File: src/rtl/bus_xfer_pkg.sv
// Shared types and opcodes for the bus transfer unit.
// No logic here; pure declarations plus a counter-width helper.
package bus_xfer_pkg;

   typedef enum logic [1:0] {
      IDLE = 2'b00,
      SMD  = 2'b01,
      MEM  = 2'b10,
      DONE = 2'b11
   } state_t;

   localparam logic [1:0] OP_READ  = 2'b00;
   localparam logic [1:0] OP_WRITE = 2'b01;
   localparam logic [1:0] OP_FETCH = 2'b10;
   localparam logic [1:0] OP_ILL   = 2'b11;

   function automatic int cnt_width(input int limit);
      return (limit < 2) ? 1 : $clog2(limit + 1);
   endfunction

endpackage

File: src/rtl/bus_xfer_if.sv
// Request, memory and register-observation signals of the bus transfer unit.
// slave is the unit itself; master is the requester/memory side.
interface bus_xfer_if #(
   parameter int WIDTH = 16
);
   logic [WIDTH-1:0] S_bus;
   logic [WIDTH-1:0] M_bus;
   logic             req_valid;
   logic [1:0]       req_op;
   logic             req_ready;
   logic             mem_ready;
   logic             mem_en;
   logic             mem_we;
   logic [WIDTH-1:0] mem_addr;
   logic [WIDTH-1:0] mem_wdata;
   logic [WIDTH-1:0] MAR_out;
   logic [WIDTH-1:0] MDR_out;
   logic [WIDTH-1:0] IS_out;
   logic             gate_sma;
   logic             gate_smd;
   logic             gate_mmd;
   logic             gate_mis;
   logic             done;
   logic             err;
   logic             busy;

   modport slave (
      input  S_bus, M_bus, req_valid, req_op, mem_ready,
      output req_ready, mem_en, mem_we, mem_addr, mem_wdata,
             MAR_out, MDR_out, IS_out,
             gate_sma, gate_smd, gate_mmd, gate_mis,
             done, err, busy
   );

   modport master (
      output S_bus, M_bus, req_valid, req_op, mem_ready,
      input  req_ready, mem_en, mem_we, mem_addr, mem_wdata,
             MAR_out, MDR_out, IS_out,
             gate_sma, gate_smd, gate_mmd, gate_mis,
             done, err, busy
   );
endinterface

File: src/rtl/xfer_timer.sv
// Memory wait counter; expired is combinational and fires in the last allowed wait cycle.
// A zero limit never expires; clear holds the count at zero.
module xfer_timer #(
   parameter int CNT_W = 4
) (
   input  logic             clk,
   input  logic             rst,
   input  logic             clear,
   input  logic             enable,
   input  logic [CNT_W-1:0] limit,
   output logic             expired
);
   logic [CNT_W-1:0] count;
   logic [CNT_W-1:0] last;

   // Compare against limit-1 so the exit happens on the limit-th stalled cycle.
   assign last    = limit - CNT_W'(1);
   assign expired = enable && (limit != '0) && (count == last);

   always_ff @(posedge clk) begin
      if (rst || clear) begin
         count <= '0;
      end else if (enable) begin
         count <= count + CNT_W'(1);
      end
   end
endmodule

File: src/rtl/bus_xfer_unit.sv
// MAR/MDR/IS transfer sequencer: read/fetch done at +2, write at +3, illegal at +1 after acceptance.
// Accepts only in IDLE (req_ready); stalls in MEM on mem_ready with an optional timeout.
module bus_xfer_unit
   import bus_xfer_pkg::*;
#(
   parameter int WIDTH   = 16,
   parameter int TIMEOUT = 8
) (
   input  logic       clk,
   input  logic       rst,
   bus_xfer_if.slave  bus
);
   localparam int               CNT_W = cnt_width(TIMEOUT);
   localparam logic [CNT_W-1:0] LIMIT = CNT_W'(TIMEOUT);

   state_t           state, state_nxt;
   logic [1:0]       op_q;
   logic             err_q, err_nxt;
   logic [WIDTH-1:0] mar, mdr, is_q;
   logic             gate_sma, gate_smd, gate_mmd, gate_mis;
   logic             mem_en, mem_we, done, err;
   logic             tmr_clear, tmr_en, tmr_expired;

   assign tmr_clear = (state != MEM);
   assign tmr_en    = (state == MEM) && !bus.mem_ready;

   xfer_timer #(.CNT_W(CNT_W)) u_timer (
      .clk     (clk),
      .rst     (rst),
      .clear   (tmr_clear),
      .enable  (tmr_en),
      .limit   (LIMIT),
      .expired (tmr_expired)
   );

   always_ff @(posedge clk) begin
      if (rst) begin
         state <= IDLE;
         op_q  <= OP_READ;
         err_q <= 1'b0;
         mar   <= '0;
         mdr   <= '0;
         is_q  <= '0;
      end else begin
         state <= state_nxt;
         err_q <= err_nxt;
         if (state == IDLE && bus.req_valid) op_q <= bus.req_op;
         if (gate_sma) mar <= bus.S_bus;
         if (gate_smd) mdr <= bus.S_bus;
         else if (gate_mmd) mdr <= bus.M_bus;
         if (gate_mis) is_q <= bus.M_bus;
      end
   end

   // Strobes are suppressed while rst is high so a reset cycle never looks like a transfer.
   always_comb begin
      state_nxt = state;
      err_nxt   = err_q;
      gate_sma  = 1'b0;
      gate_smd  = 1'b0;
      gate_mmd  = 1'b0;
      gate_mis  = 1'b0;
      mem_en    = 1'b0;
      mem_we    = 1'b0;
      done      = 1'b0;
      err       = 1'b0;
      if (!rst) begin
         case (state)
            IDLE: begin
               if (bus.req_valid) begin
                  err_nxt = (bus.req_op == OP_ILL);
                  case (bus.req_op)
                     OP_WRITE: begin
                        gate_sma  = 1'b1;
                        state_nxt = SMD;
                     end
                     OP_ILL: state_nxt = DONE;
                     default: begin
                        gate_sma  = 1'b1;
                        state_nxt = MEM;
                     end
                  endcase
               end
            end
            SMD: begin
               gate_smd  = 1'b1;
               state_nxt = MEM;
            end
            MEM: begin
               mem_en = 1'b1;
               mem_we = (op_q == OP_WRITE);
               if (bus.mem_ready) begin
                  gate_mmd  = (op_q == OP_READ);
                  gate_mis  = (op_q == OP_FETCH);
                  err_nxt   = 1'b0;
                  state_nxt = DONE;
               end else if (tmr_expired) begin
                  err_nxt   = 1'b1;
                  state_nxt = DONE;
               end
            end
            DONE: begin
               done      = 1'b1;
               err       = err_q;
               state_nxt = IDLE;
            end
            default: state_nxt = IDLE;
         endcase
      end
   end

   assign bus.req_ready = (state == IDLE);
   assign bus.busy      = (state != IDLE);
   assign bus.mem_en    = mem_en;
   assign bus.mem_we    = mem_we;
   assign bus.mem_addr  = mar;
   assign bus.mem_wdata = mdr;
   assign bus.MAR_out   = mar;
   assign bus.MDR_out   = mdr;
   assign bus.IS_out    = is_q;
   assign bus.gate_sma  = gate_sma;
   assign bus.gate_smd  = gate_smd;
   assign bus.gate_mmd  = gate_mmd;
   assign bus.gate_mis  = gate_mis;
   assign bus.done      = done;
   assign bus.err       = err;
endmodule

File: src/flat_wrapper.sv
// flat-port wrapper written by rule: the top's interface ports become plain ports
module bus_xfer_unit_flat import bus_xfer_pkg::*;
#(
   parameter int WIDTH   = 16,
   parameter int TIMEOUT = 8
)
  (clk, rst, bus_S_bus, bus_M_bus, bus_req_valid, bus_req_op, bus_mem_ready, bus_req_ready, bus_mem_en, bus_mem_we, bus_mem_addr, bus_mem_wdata, bus_MAR_out, bus_MDR_out, bus_IS_out, bus_gate_sma, bus_gate_smd, bus_gate_mmd, bus_gate_mis, bus_done, bus_err, bus_busy);
  bus_xfer_if #(.WIDTH(WIDTH)) bus_i ();
  input  logic clk;
  input  logic rst;
  input wire logic [$bits(bus_i.S_bus)-1:0] bus_S_bus;
  input wire logic [$bits(bus_i.M_bus)-1:0] bus_M_bus;
  input wire logic [$bits(bus_i.req_valid)-1:0] bus_req_valid;
  input wire logic [$bits(bus_i.req_op)-1:0] bus_req_op;
  input wire logic [$bits(bus_i.mem_ready)-1:0] bus_mem_ready;
  output wire logic [$bits(bus_i.req_ready)-1:0] bus_req_ready;
  output wire logic [$bits(bus_i.mem_en)-1:0] bus_mem_en;
  output wire logic [$bits(bus_i.mem_we)-1:0] bus_mem_we;
  output wire logic [$bits(bus_i.mem_addr)-1:0] bus_mem_addr;
  output wire logic [$bits(bus_i.mem_wdata)-1:0] bus_mem_wdata;
  output wire logic [$bits(bus_i.MAR_out)-1:0] bus_MAR_out;
  output wire logic [$bits(bus_i.MDR_out)-1:0] bus_MDR_out;
  output wire logic [$bits(bus_i.IS_out)-1:0] bus_IS_out;
  output wire logic [$bits(bus_i.gate_sma)-1:0] bus_gate_sma;
  output wire logic [$bits(bus_i.gate_smd)-1:0] bus_gate_smd;
  output wire logic [$bits(bus_i.gate_mmd)-1:0] bus_gate_mmd;
  output wire logic [$bits(bus_i.gate_mis)-1:0] bus_gate_mis;
  output wire logic [$bits(bus_i.done)-1:0] bus_done;
  output wire logic [$bits(bus_i.err)-1:0] bus_err;
  output wire logic [$bits(bus_i.busy)-1:0] bus_busy;
  assign bus_i.S_bus = bus_S_bus;
  assign bus_i.M_bus = bus_M_bus;
  assign bus_i.req_valid = bus_req_valid;
  assign bus_i.req_op = bus_req_op;
  assign bus_i.mem_ready = bus_mem_ready;
  assign bus_req_ready = bus_i.req_ready;
  assign bus_mem_en = bus_i.mem_en;
  assign bus_mem_we = bus_i.mem_we;
  assign bus_mem_addr = bus_i.mem_addr;
  assign bus_mem_wdata = bus_i.mem_wdata;
  assign bus_MAR_out = bus_i.MAR_out;
  assign bus_MDR_out = bus_i.MDR_out;
  assign bus_IS_out = bus_i.IS_out;
  assign bus_gate_sma = bus_i.gate_sma;
  assign bus_gate_smd = bus_i.gate_smd;
  assign bus_gate_mmd = bus_i.gate_mmd;
  assign bus_gate_mis = bus_i.gate_mis;
  assign bus_done = bus_i.done;
  assign bus_err = bus_i.err;
  assign bus_busy = bus_i.busy;
  bus_xfer_unit #(.WIDTH(WIDTH), .TIMEOUT(TIMEOUT)) u_core (.clk(clk), .rst(rst), .bus(bus_i));
endmodule
File: config.mk
export PLATFORM = sky130hd
export DESIGN_NAME = bus_xfer_unit_flat
export DESIGN_NICKNAME = d
export VERILOG_FILES = /design/src/rtl/bus_xfer_pkg.sv /design/src/rtl/bus_xfer_if.sv /design/src/rtl/xfer_timer.sv /design/src/rtl/bus_xfer_unit.sv /design/src/flat_wrapper.sv
export SDC_FILE = /design/constraint.sdc
export NUM_CORES = 1
export LEC_CHECK = 0
export BUFFER_PORTS_ARGS = -buffer_cell sky130_fd_sc_hd__clkbuf_2
export CAP_MARGIN = 30
export CORE_MARGIN = 2
export CORE_UTILIZATION = 35
export DETAILED_ROUTE_END_ITERATION = 8
export PLACE_DENSITY_LB_ADDON = 0.2
export SLEW_MARGIN = 20
export SYNTH_ARGS = -nofsm -noshare
export SYNTH_HDL_FRONTEND = slang
export SYNTH_HIERARCHICAL = 1
export SYNTH_SLANG_ARGS = --single-unit
File: constraint.sdc
create_clock -name clk -period 2 [get_ports clk]
set_clock_uncertainty 0.2 [all_clocks]
set_input_delay 0.2 -clock clk [delete_from_list [all_inputs] [get_ports clk]]
set_output_delay 0.2 -clock clk [all_outputs]
set_load 0.01 [all_outputs]
==> results.cfg, run 1 <==
[detailed_routing]
m1WireLength_um = 4001
firstDrtPassIters = 4
wl_um = 8957
wl_per_cell_um = 15.16
route.detailed.drc = 0
routed.top_layer = met4
wl_met2_um = 4456
wl_met3_um = 428
detail-route-antenna-nets = 0
vias = 2924
drt-initial-drc-count = 119
viasPerCell = 4.948

[power_and_ir_drop]
p_comb_share_pct = 45.3
p_switching_mw = 1.921
power_frac_seq_pct = 30.4
power_leakage_nw = 1.809
ir_drop_mv = 0.4643
power.internal_mw = 3.241
sw_frac_of_total_pct = 37.22
power_density_nw_per_um2 = 1226
p_clk_share_pct = 24.2

[clock_network]
cts.clk_slew.worst_paths_ns = 0.07
clockRootBuffer = clkbuf_8
numCtsBuffers = 9
clock_path_buffers = 2
cts_sinks = 57
htreeDepth = 3
clock_latency_ns = 0.33
cts_tree = done

[worst_setup_path]
worstPathMaxFanout = 5
critPathTopFamily = flip-flops
path_buf_inv = 3
critPathCaptureType = output port
arrival_ns = 1.52
cp.required_ns = 1.60
crit_type = flip-flop to output port
start_kind = flip-flop
cp_slowest_cell = dfxtp_2
cpPeakStageDelay_ns = 0.38
crit_chain = ha_4 > buf_6 > clkinvlp_4 > nor2_4 > and4b_1 > buf_2

[synthesis]
seq_area_frac_synth_pct = 38.68
synth_cells = 336
yosysUniqueCellTypes = 44
synthXorXnorAreaFrac_pct = 2.672
async_reset_ff_share_pct = 0
ys_ff_latch = 57
synth_edf_count = 0
synth_area_sq_um = 2950
synth_compound_area_share_pct = 18.58
muxShareOfSynthArea_pct = 5.768
yosys.area_share.simple_pct = 17.26
synth_top_family_by_area = compound AO/OA/AOI/OAI gates
yosysWarnings = 6
synthAdderAreaFrac_pct = 2.545
synthFlopType = dfxtp_1
syn_area_per_cell_sq_um = 8.781

[timing]
hold_viol_final = 0
period_needed_ns = 1.923
finalCritPeriodShare_pct = 96.16
setup_viol = 0
max_freq_ghz = 0.5200
rsz0062_at_grt = yes
setup-tns-final_ns = 0
tightest_slew_ns = 0.5552
slew_headroom_pct = 62.90
finalMaxSlewViolations = 0
setup_ws_ns = 0.07683

[global_route]
grt_start_max_net_pins = 23
grt_pass1_wl_um = 13630
grt_usage_pct = 19.65
antenna_found_initial = 0
grt_pass1_vias = 2627
gr-total-overflow = 0

[placed_design]
dp.cells = 535
port-buffer-count = 127
post-dp-hpwl_um = 6380
place_ws_ns = 0.08867
gp_congestion = 0.8135

[floorplanning]
num_rows = 33
die_h_um = 95.81
initial_core_util_pct = 36.09
dieArea_sq_um = 9180
chipWidth_um = 95.81
ios = 128
coreArea_sq_um = 8175

[finish]
final_layout_size_suffix_gt1_share_pct = 40.33
final_cells = 591
area_delta_synth_final_pct = 42.75
final_cell_mix = clkbuf_2, dfxtp_1, a21oi_1
layout_commonest_cell = clkbuf_2
diodes = 0
fin_nets = 525

[job]
cap_viol_max_count = 0

[run_status]
status = complete, no violations

[hold_path]
hold_class = input pin to flip-flop
-- worst register-to-register path: cells and delay by family, from the launching register on --
kind | cells | cell delay (ns)
adders and majority gates | 1 | 0.16
AOI/OAI and AO/OA | 1 | 0.16
buffers and inverters | 3 | 0.32
and+or+nand+nor | 2 | 0.54
DFF | 1 | 0.38
-- per-stage QoR --
stage / util [%] / area (sq um) / hold slack, ns / power, mW
floorplan: - / 2983 / 0.07670 / 3.178
global placement: 43.02 / 3517 / 0.2623 / 3.670
detailed placement: 43.02 / 3517 / 0.2698 / 3.690
CTS: 50.80 / 4153 / 0.05805 / 5.095
global route: 51.52 / 4212 / 0.09826 / 5.492
finish: 51.52 / 4212 / 0.07141 / 5.162
-- worst paths after layout --
check                       startpoint                    to  slack [ns]  cells past startpoint
setup / recovery       u_core/state[1]          bus_gate_mmd        0.08                      6
hold / removal           bus_req_valid       u_core/state[0]        0.07                      4
setup reg to reg       u_core/state[1]          u_core/err_q        0.12                      7
hold reg to reg   u_core/bus.IS_out[7]  u_core/bus.IS_out[7]        0.28                      2
-- kinds of logic (layout without fill, tap and decap cells) --
logic type,count (synthesis),in the layout
fa+ha+maj,6,6
compound gates,89,89
simple gates,89,89
other cells,2,10
mux,17,17
xor+xnor,9,9
flops,57,57
buf+inv,67,209
-- routing by layer --
layer / track usage (%) / vias up
li1: - / 1449
met1: 26.16 / 1376
met2: 31.99 / 92
met3: 4.933 / 7
met4: 4.643 / 0
met5: 0 / -
-- registers in the layout, indices dropped and copies added (netlist names) --
name                  flops
u_core/op_q               2
u_core/bus.IS_out        16
u_core/bus.MAR_out       16
u_core/bus.MDR_out       16
u_core/u_timer/count      4
u_core/err_q              1
u_core/state              2
-- power groups by stage --
| stage | Combinational, mW | Clock (mW) | Sequential (mW) |
|---|---|---|---|
| after CTS | 2.24 | 1.28 | 1.57 |
| after detailed placement | 2.10 | 0 | 1.59 |
| after global routing | 2.56 | 1.33 | 1.61 |
| after global placement | 2.09 | 0 | 1.58 |
| after floorplan | 1.54 | 0 | 1.64 |
| final | 2.34 | 1.25 | 1.57 |
-- area by class of cell --
class,count,area (sq um)
Sequential cell,57,1144
Fill cell,818,3964
Timing Repair Buffer,186,1191
Clock inverter,5,77.57
Clock buffer,11,151.4
Tap cell,105,131.4
Multi-Input combinational cell,220,1486
Inverter,7,30.03
-- cell usage after synthesis, types with 2 or more instances --
library cell,n,area [sq um]
a211oi_1,6,45.04
buf_2,8,40.04
a21oi_1,36,180.2
a211oi_2,10,125.1
o21ai_0,33,165.2
and2_1,3,18.77
xnor2_1,5,43.79
mux2i_1,17,170.2
conb_1,2,7.510
nor3_1,22,110.1
nand4_1,2,12.51
dfxtp_1,57,1141
nor2b_1,4,25.02
nand2_1,8,30.03
inv_1,7,26.28
nor3_2,2,20.02
clkbuf_1,10,37.54
buf_1,3,11.26
buf_6,2,22.52
nor2_1,3,11.26
ha_1,6,75.07
buf_4,34,255.2
xor2_1,4,35.03
nand3_1,32,160.2
-- timing repair --
item                                    CTS  global route
hold endpoints to repair                 35             0
gates resized for setup                  11             9
buffers inserted                          2             4
hold buffers                             34             0
endpoints found under the setup margin    4             5
pin swaps                                 0             2
(Power assumes the default switching activity.)
==> inputs of run 2 (changes only) <==
--- a/config.mk
+++ b/config.mk
@@ -6,9 +6,10 @@
 export NUM_CORES = 1
 export LEC_CHECK = 0
 export BUFFER_PORTS_ARGS = -buffer_cell sky130_fd_sc_hd__clkbuf_2
-export CAP_MARGIN = 30
+export CELL_PAD_IN_SITES_DETAIL_PLACEMENT = 1
+export CELL_PAD_IN_SITES_GLOBAL_PLACEMENT = 2
 export CORE_MARGIN = 2
-export CORE_UTILIZATION = 35
+export CORE_UTILIZATION = 24
 export DETAILED_ROUTE_END_ITERATION = 8
 export PLACE_DENSITY_LB_ADDON = 0.2
 export SLEW_MARGIN = 20
==> results.cfg, run 2 (synthesized netlist as in run 1, its figures left out) <==
[timing]
setup_ws_ns = 0.09308
setup_viol = 0
finalMaxSlewViolations = 0
max_freq_ghz = 0.5244
slew_headroom_pct = 60.08
rsz0062_at_grt = yes
finalCritPeriodShare_pct = 95.35
whs_ns = 0.04343
period_needed_ns = 1.907
hold_viol_final = 0
setup-tns-final_ns = 0
tightest_slew_ns = 0.5973

[detailed_routing]
wl_um = 10650
route.detailed.drc = 0
firstDrtPassIters = 4
wl_per_cell_um = 17.04
drt-initial-drc-count = 54
detail-route-antenna-nets = 0
viasPerCell = 4.675
vias = 2922

[global_route]
antenna_found_initial = 0
grt_usage_pct = 15.75
grt_start_max_net_pins = 28
grt_use_met3_pct = 3.532
grt_pass1_vias = 2889
met2_usage_pct = 25.53
gr-total-overflow = 0
grt_pass1_wl_um = 15670
gr-usage-met1_pct = 20.19
grt_busiest_layer = met2

[placed_design]
post-dp-hpwl_um = 7658
gp_congestion = 0.7645
place_area_sq_um = 3575
port-buffer-count = 127
place_ws_ns = 0.08155
dp.cells = 574

[power_and_ir_drop]
power_leakage_nw = 1.825
p_switching_mw = 1.984
p_clk_share_pct = 29.0
ir_drop_mv = 0.3263
power_density_nw_per_um2 = 1284
p_comb_share_pct = 42.4
power_frac_seq_pct = 28.5
fin_total_pwr_mw = 5.529
power.internal_mw = 3.545
sw_frac_of_total_pct = 35.88

[worst_setup_path]
cp.required_ns = 1.60
r2r-start = u_core/state[0]
critPathCaptureType = output port
arrival_ns = 1.51
crit_type = flip-flop to output port
ff2ff_path_depth = 8
r2r_setup_slack_ns = 0.13
start_kind = flip-flop
worstPathMaxFanout = 8
timing.rr.end = u_core/err_q

[clock_network]
clock_latency_ns = 0.33
clockRootBuffer = clkbuf_16
cts_sinks = 57
htreeDepth = 3
clock_path_buffers = 2
cts.clk_slew.worst_paths_ns = 0.05
cts_tree = done
numCtsBuffers = 9

[finish]
final_layout_size_suffix_gt1_share_pct = 39.12
post-route-util_pct = 35.83
fin_nets = 518
final_cell_area_sq_um = 4304
diodes = 0
layout_commonest_cell = clkbuf_2
num-fill-cells = 1439
area_delta_synth_final_pct = 45.89
final_cells = 625
final_cell_mix = clkbuf_2, dfxtp_1, a21oi_1

[floorplanning]
coreArea_sq_um = 12010
ios = 128
initial_core_util_pct = 24.56
dieArea_sq_um = 13200
num_rows = 40
chipWidth_um = 114.9
die_h_um = 114.9

[hold_path]
hold_class = input pin to flip-flop
min_path_cells = 2
whs_endpoint = u_core/u_timer/count[0]
hp-start = rst

[job]
cap_viol_max_count = 0

[run_status]
status = complete, no violations
==> run 2: changes by cell type in the layout (fill, tap and decap cells not counted), moves of 2 or more <==
cell	change
clkinvlp_4	-2
clkbuf_16	+10
buf_12	+2
buf_4	-9
clkbuf_8	-7
==> run 2: power by group through the flow <==
| stage | registers [mW] | logic (mW) | clock network [mW] |
|---|---|---|---|
| 2_1_floorplan | 1.64 | 1.54 | 0 |
| 3_3_place_gp | 1.59 | 2.17 | 0 |
| 3_5_place_dp | 1.60 | 2.19 | 0 |
| 4_1_cts | 1.58 | 2.29 | 1.64 |
| 5_1_grt | 1.62 | 2.55 | 1.70 |
| 6_report | 1.58 | 2.34 | 1.61 |
==> run 2: layout make-up <==
class	count	area, sq um	share of cell area (%)
timing repair buffer	179	1174	27.27
tap	147	183.9	4.273
sequential	57	1144	26.57
multi-input combinational	220	1461	33.95
clock buffer	13	280.3	6.512
clock inverter	2	35.03	0.8140
inverter	7	26.28	0.6105
==> run 2: worst max-delay path by stage <==
stage | slack [ns] | endpoint | cells past startpoint | from
6_report | 0.09 | bus_gate_mis | 7 | u_core/state[0]
3_3_place_gp | 0.12 | u_core/err_q | 8 | u_core/state[0]
3_5_place_dp | 0.08 | u_core/state[0] | 8 | u_core/state[0]
4_1_cts | 0.001 | bus_gate_mmd | 7 | u_core/state[0]
2_1_floorplan | 0.01 | u_core/state[1] | 8 | u_core/state[0]
5_1_grt | -0.006 | bus_gate_mis | 7 | u_core/state[0]
==> run 2: layer usage <==
| metal | part of all wire, % | vias to the layer above | wire length [um] |
|---|---|---|---|
| met5 | 0 | - | 0 |
| met4 | 2.1 | 0 | 222 |
| met3 | 4.1 | 16 | 433 |
| met2 | 48 | 90 | 5093 |
| met1 | 46 | 1393 | 4899 |
| li1 | - | 1423 | - |
==> run 2: repair_timing <==
item | 4_1_cts | 5_1_grt
hold endpoints to repair | 35 | 0
endpoints found under the setup margin | 5 | 34
buffers inserted | 1 | 0
hold buffers | 34 | 0
gates cloned | 0 | 1
pin swaps | 1 | 1
gates resized for setup | 4 | 10
==> run 2: worst max-delay path: stages (launching register included) <==
cell and delay (ns):
dfxtp_2 0.32, inv_2 0.08, ha_4 0.15, buf_6 0.12, nand4bb_1 0.14, buf_6 0.15
nor2_1 0.07, clkbuf_2 0.14
==> inputs of run 3 (changes only) <==
--- a/config.mk
+++ b/config.mk
@@ -8,6 +8,7 @@
 export BUFFER_PORTS_ARGS = -buffer_cell sky130_fd_sc_hd__clkbuf_2
 export CELL_PAD_IN_SITES_DETAIL_PLACEMENT = 1
 export CELL_PAD_IN_SITES_GLOBAL_PLACEMENT = 2
+export CORE_ASPECT_RATIO = 0.7
 export CORE_MARGIN = 2
 export CORE_UTILIZATION = 24
 export DETAILED_ROUTE_END_ITERATION = 8
==> results.cfg, run 3 (synthesized netlist as in run 1, its figures left out) <==
[floorplanning]
dieArea_sq_um = 13210
initial_core_util_pct = 24.90
num_rows = 33
die_h_um = 96.77
chipWidth_um = 136.5
ios = 128
coreArea_sq_um = 11850

[worst_setup_path]
endpoint = bus_gate_sma
timing.rr.end = u_core/state[1]
r2r-start = u_core/state[0]
ff2ff_path_depth = 8
cp.required_ns = 1.60
cp_slowest_cell = dfxtp_2
crit_chain = inv_1 > ha_2 > nand2_2 > nor3_1 > clkbuf_2
arrival_ns = 1.50
start_kind = flip-flop
r2r_setup_slack_ns = 0.12
startpoint = u_core/state[1]
worstPathMaxFanout = 7
cpPeakStageDelay_ns = 0.35
critPathCaptureType = output port
crit_type = flip-flop to output port

[finish]
final_layout_size_suffix_gt1_share_pct = 39.88
final_cell_area_sq_um = 4370
area_delta_synth_final_pct = 48.13
diodes = 0
final_cell_mix = clkbuf_2, dfxtp_1, a21oi_1
layout_commonest_cell = clkbuf_2
fin_nets = 523
num-fill-cells = 1408

[global_route]
gr-total-overflow = 0
antenna_found_initial = 0
grt_usage_pct = 16.59
grt_pass1_wl_um = 16570
grt_start_max_net_pins = 34
grt_busiest_layer = met1
gr-usage-met1_pct = 24.76
met2_usage_pct = 23.35
grt_use_met3_pct = 5.241
grt_pass1_vias = 2870

[detailed_routing]
vias = 2954
viasPerCell = 4.608
firstDrtPassIters = 4
detail-route-antenna-nets = 0
wl_per_cell_um = 17.06
wl_um = 10930
route.detailed.drc = 0
drt-initial-drc-count = 97

[clock_network]
cts.clk_slew.worst_paths_ns = 0.05
clock_latency_ns = 0.33
numCtsBuffers = 9
cts_sinks = 57
cts_tree = done
clockRootBuffer = clkbuf_16
clock_path_buffers = 2
htreeDepth = 3

[timing]
finalCritPeriodShare_pct = 95.19
hold_viol_final = 0
finalMaxSlewViolations = 0
max_freq_ghz = 0.5253
setup_viol = 0
period_needed_ns = 1.904
setup-tns-final_ns = 0
slew_headroom_pct = 64.31
rsz0062_at_grt = yes
tightest_slew_ns = 0.5341

[placed_design]
post-dp-hpwl_um = 7629
place_area_sq_um = 3591
port-buffer-count = 127
gp_congestion = 0.8510

[job]
cap_viol_max_count = 0

[hold_path]
hold_class = input pin to flip-flop

[power_and_ir_drop]
power_density_nw_per_um2 = 1311
power_leakage_nw = 1.847
fin_total_pwr_mw = 5.731
ir_drop_mv = 0.5629

[run_status]
status = complete, no violations
==> run 3: changes by cell type in the layout (fill, tap and decap cells not counted), moves of 2 or more <==
cell	before	now
clkbuf_1	0	3
buf_4	12	20
clkbuf_8	4	2
clkinvlp_4	0	2
==> run 3: metal layers <==
| metal | vias to the layer above | share of wire (%) |
|---|---|---|
| met4 | 0 | 0.42 |
| li1 | 1438 | - |
| met1 | 1401 | 50 |
| met3 | 4 | 6.5 |
| met2 | 111 | 43 |
| met5 | - | 0 |
==> run 3: layout make-up <==
| class | count | area, sq um | area share [%] |
|---|---|---|---|
| clock inverters | 2 | 60.06 | 1.374 |
| repair buffers | 184 | 1192 | 27.28 |
| well taps | 157 | 196.4 | 4.495 |
| flip-flops and latches | 57 | 1144 | 26.17 |
| clock buffers | 14 | 264.0 | 6.041 |
| inverters | 7 | 33.78 | 0.7730 |
| multi-input cells | 220 | 1480 | 33.87 |
==> run 3: repair_timing <==
item | in CTS | in global routing
pin swaps | 0 | 1
endpoints found under the setup margin | 5 | 26
buffers inserted | 1 | 5
cloned | 0 | 1
gates resized for setup | 5 | 11
hold buffers | 33 | 0
endpoints found under the hold margin | 33 | 0
==> run 3: how the worst min path moves through the flow <==
stage | from | end | cells after the start
2_1_floorplan | rst | u_core/u_timer/count[0] | 1
3_3_place_gp | bus_M_bus[14] | u_core/bus.IS_out[14] | 3
3_5_place_dp | bus_M_bus[9] | u_core/bus.IS_out[9] | 3
4_1_cts | bus_req_op[0] | u_core/state[0] | 3
5_1_grt | bus_req_op[0] | u_core/state[0] | 3
6_report | bus_req_op[0] | u_core/state[0] | 3
==> run 3: through the flow <==
stage	hold WS [ns]	util [%]	worst slack, ns	std cells
4_1_cts	0.01305	36.03	-0.04420	635
6_report	0.01674	36.88	0.09621	641
3_3_place_gp	0.2508	30.30	0.09798	585
3_5_place_dp	0.2676	30.30	0.07223	585
5_1_grt	0.03141	36.88	-0.01564	641
2_1_floorplan	0.07670	-	0.01475	344
==> run 3: report_power, final <==
group / internal [mW] / leakage (nW) / switching [mW] / total, mW
Combinational: 1.14 / 1.22 / 1.34 / 2.47
Clock: 1.16 / 0.157 / 0.513 / 1.67
Sequential: 1.38 / 0.466 / 0.209 / 1.59
==> run 3: worst max-delay path, delay by kind of cell (launching register included) <==
family | cells | cell delay [ns]
flops | 1 | 0.35
simple gates | 2 | 0.29
buf+inv | 2 | 0.27
fa+ha+maj | 1 | 0.27
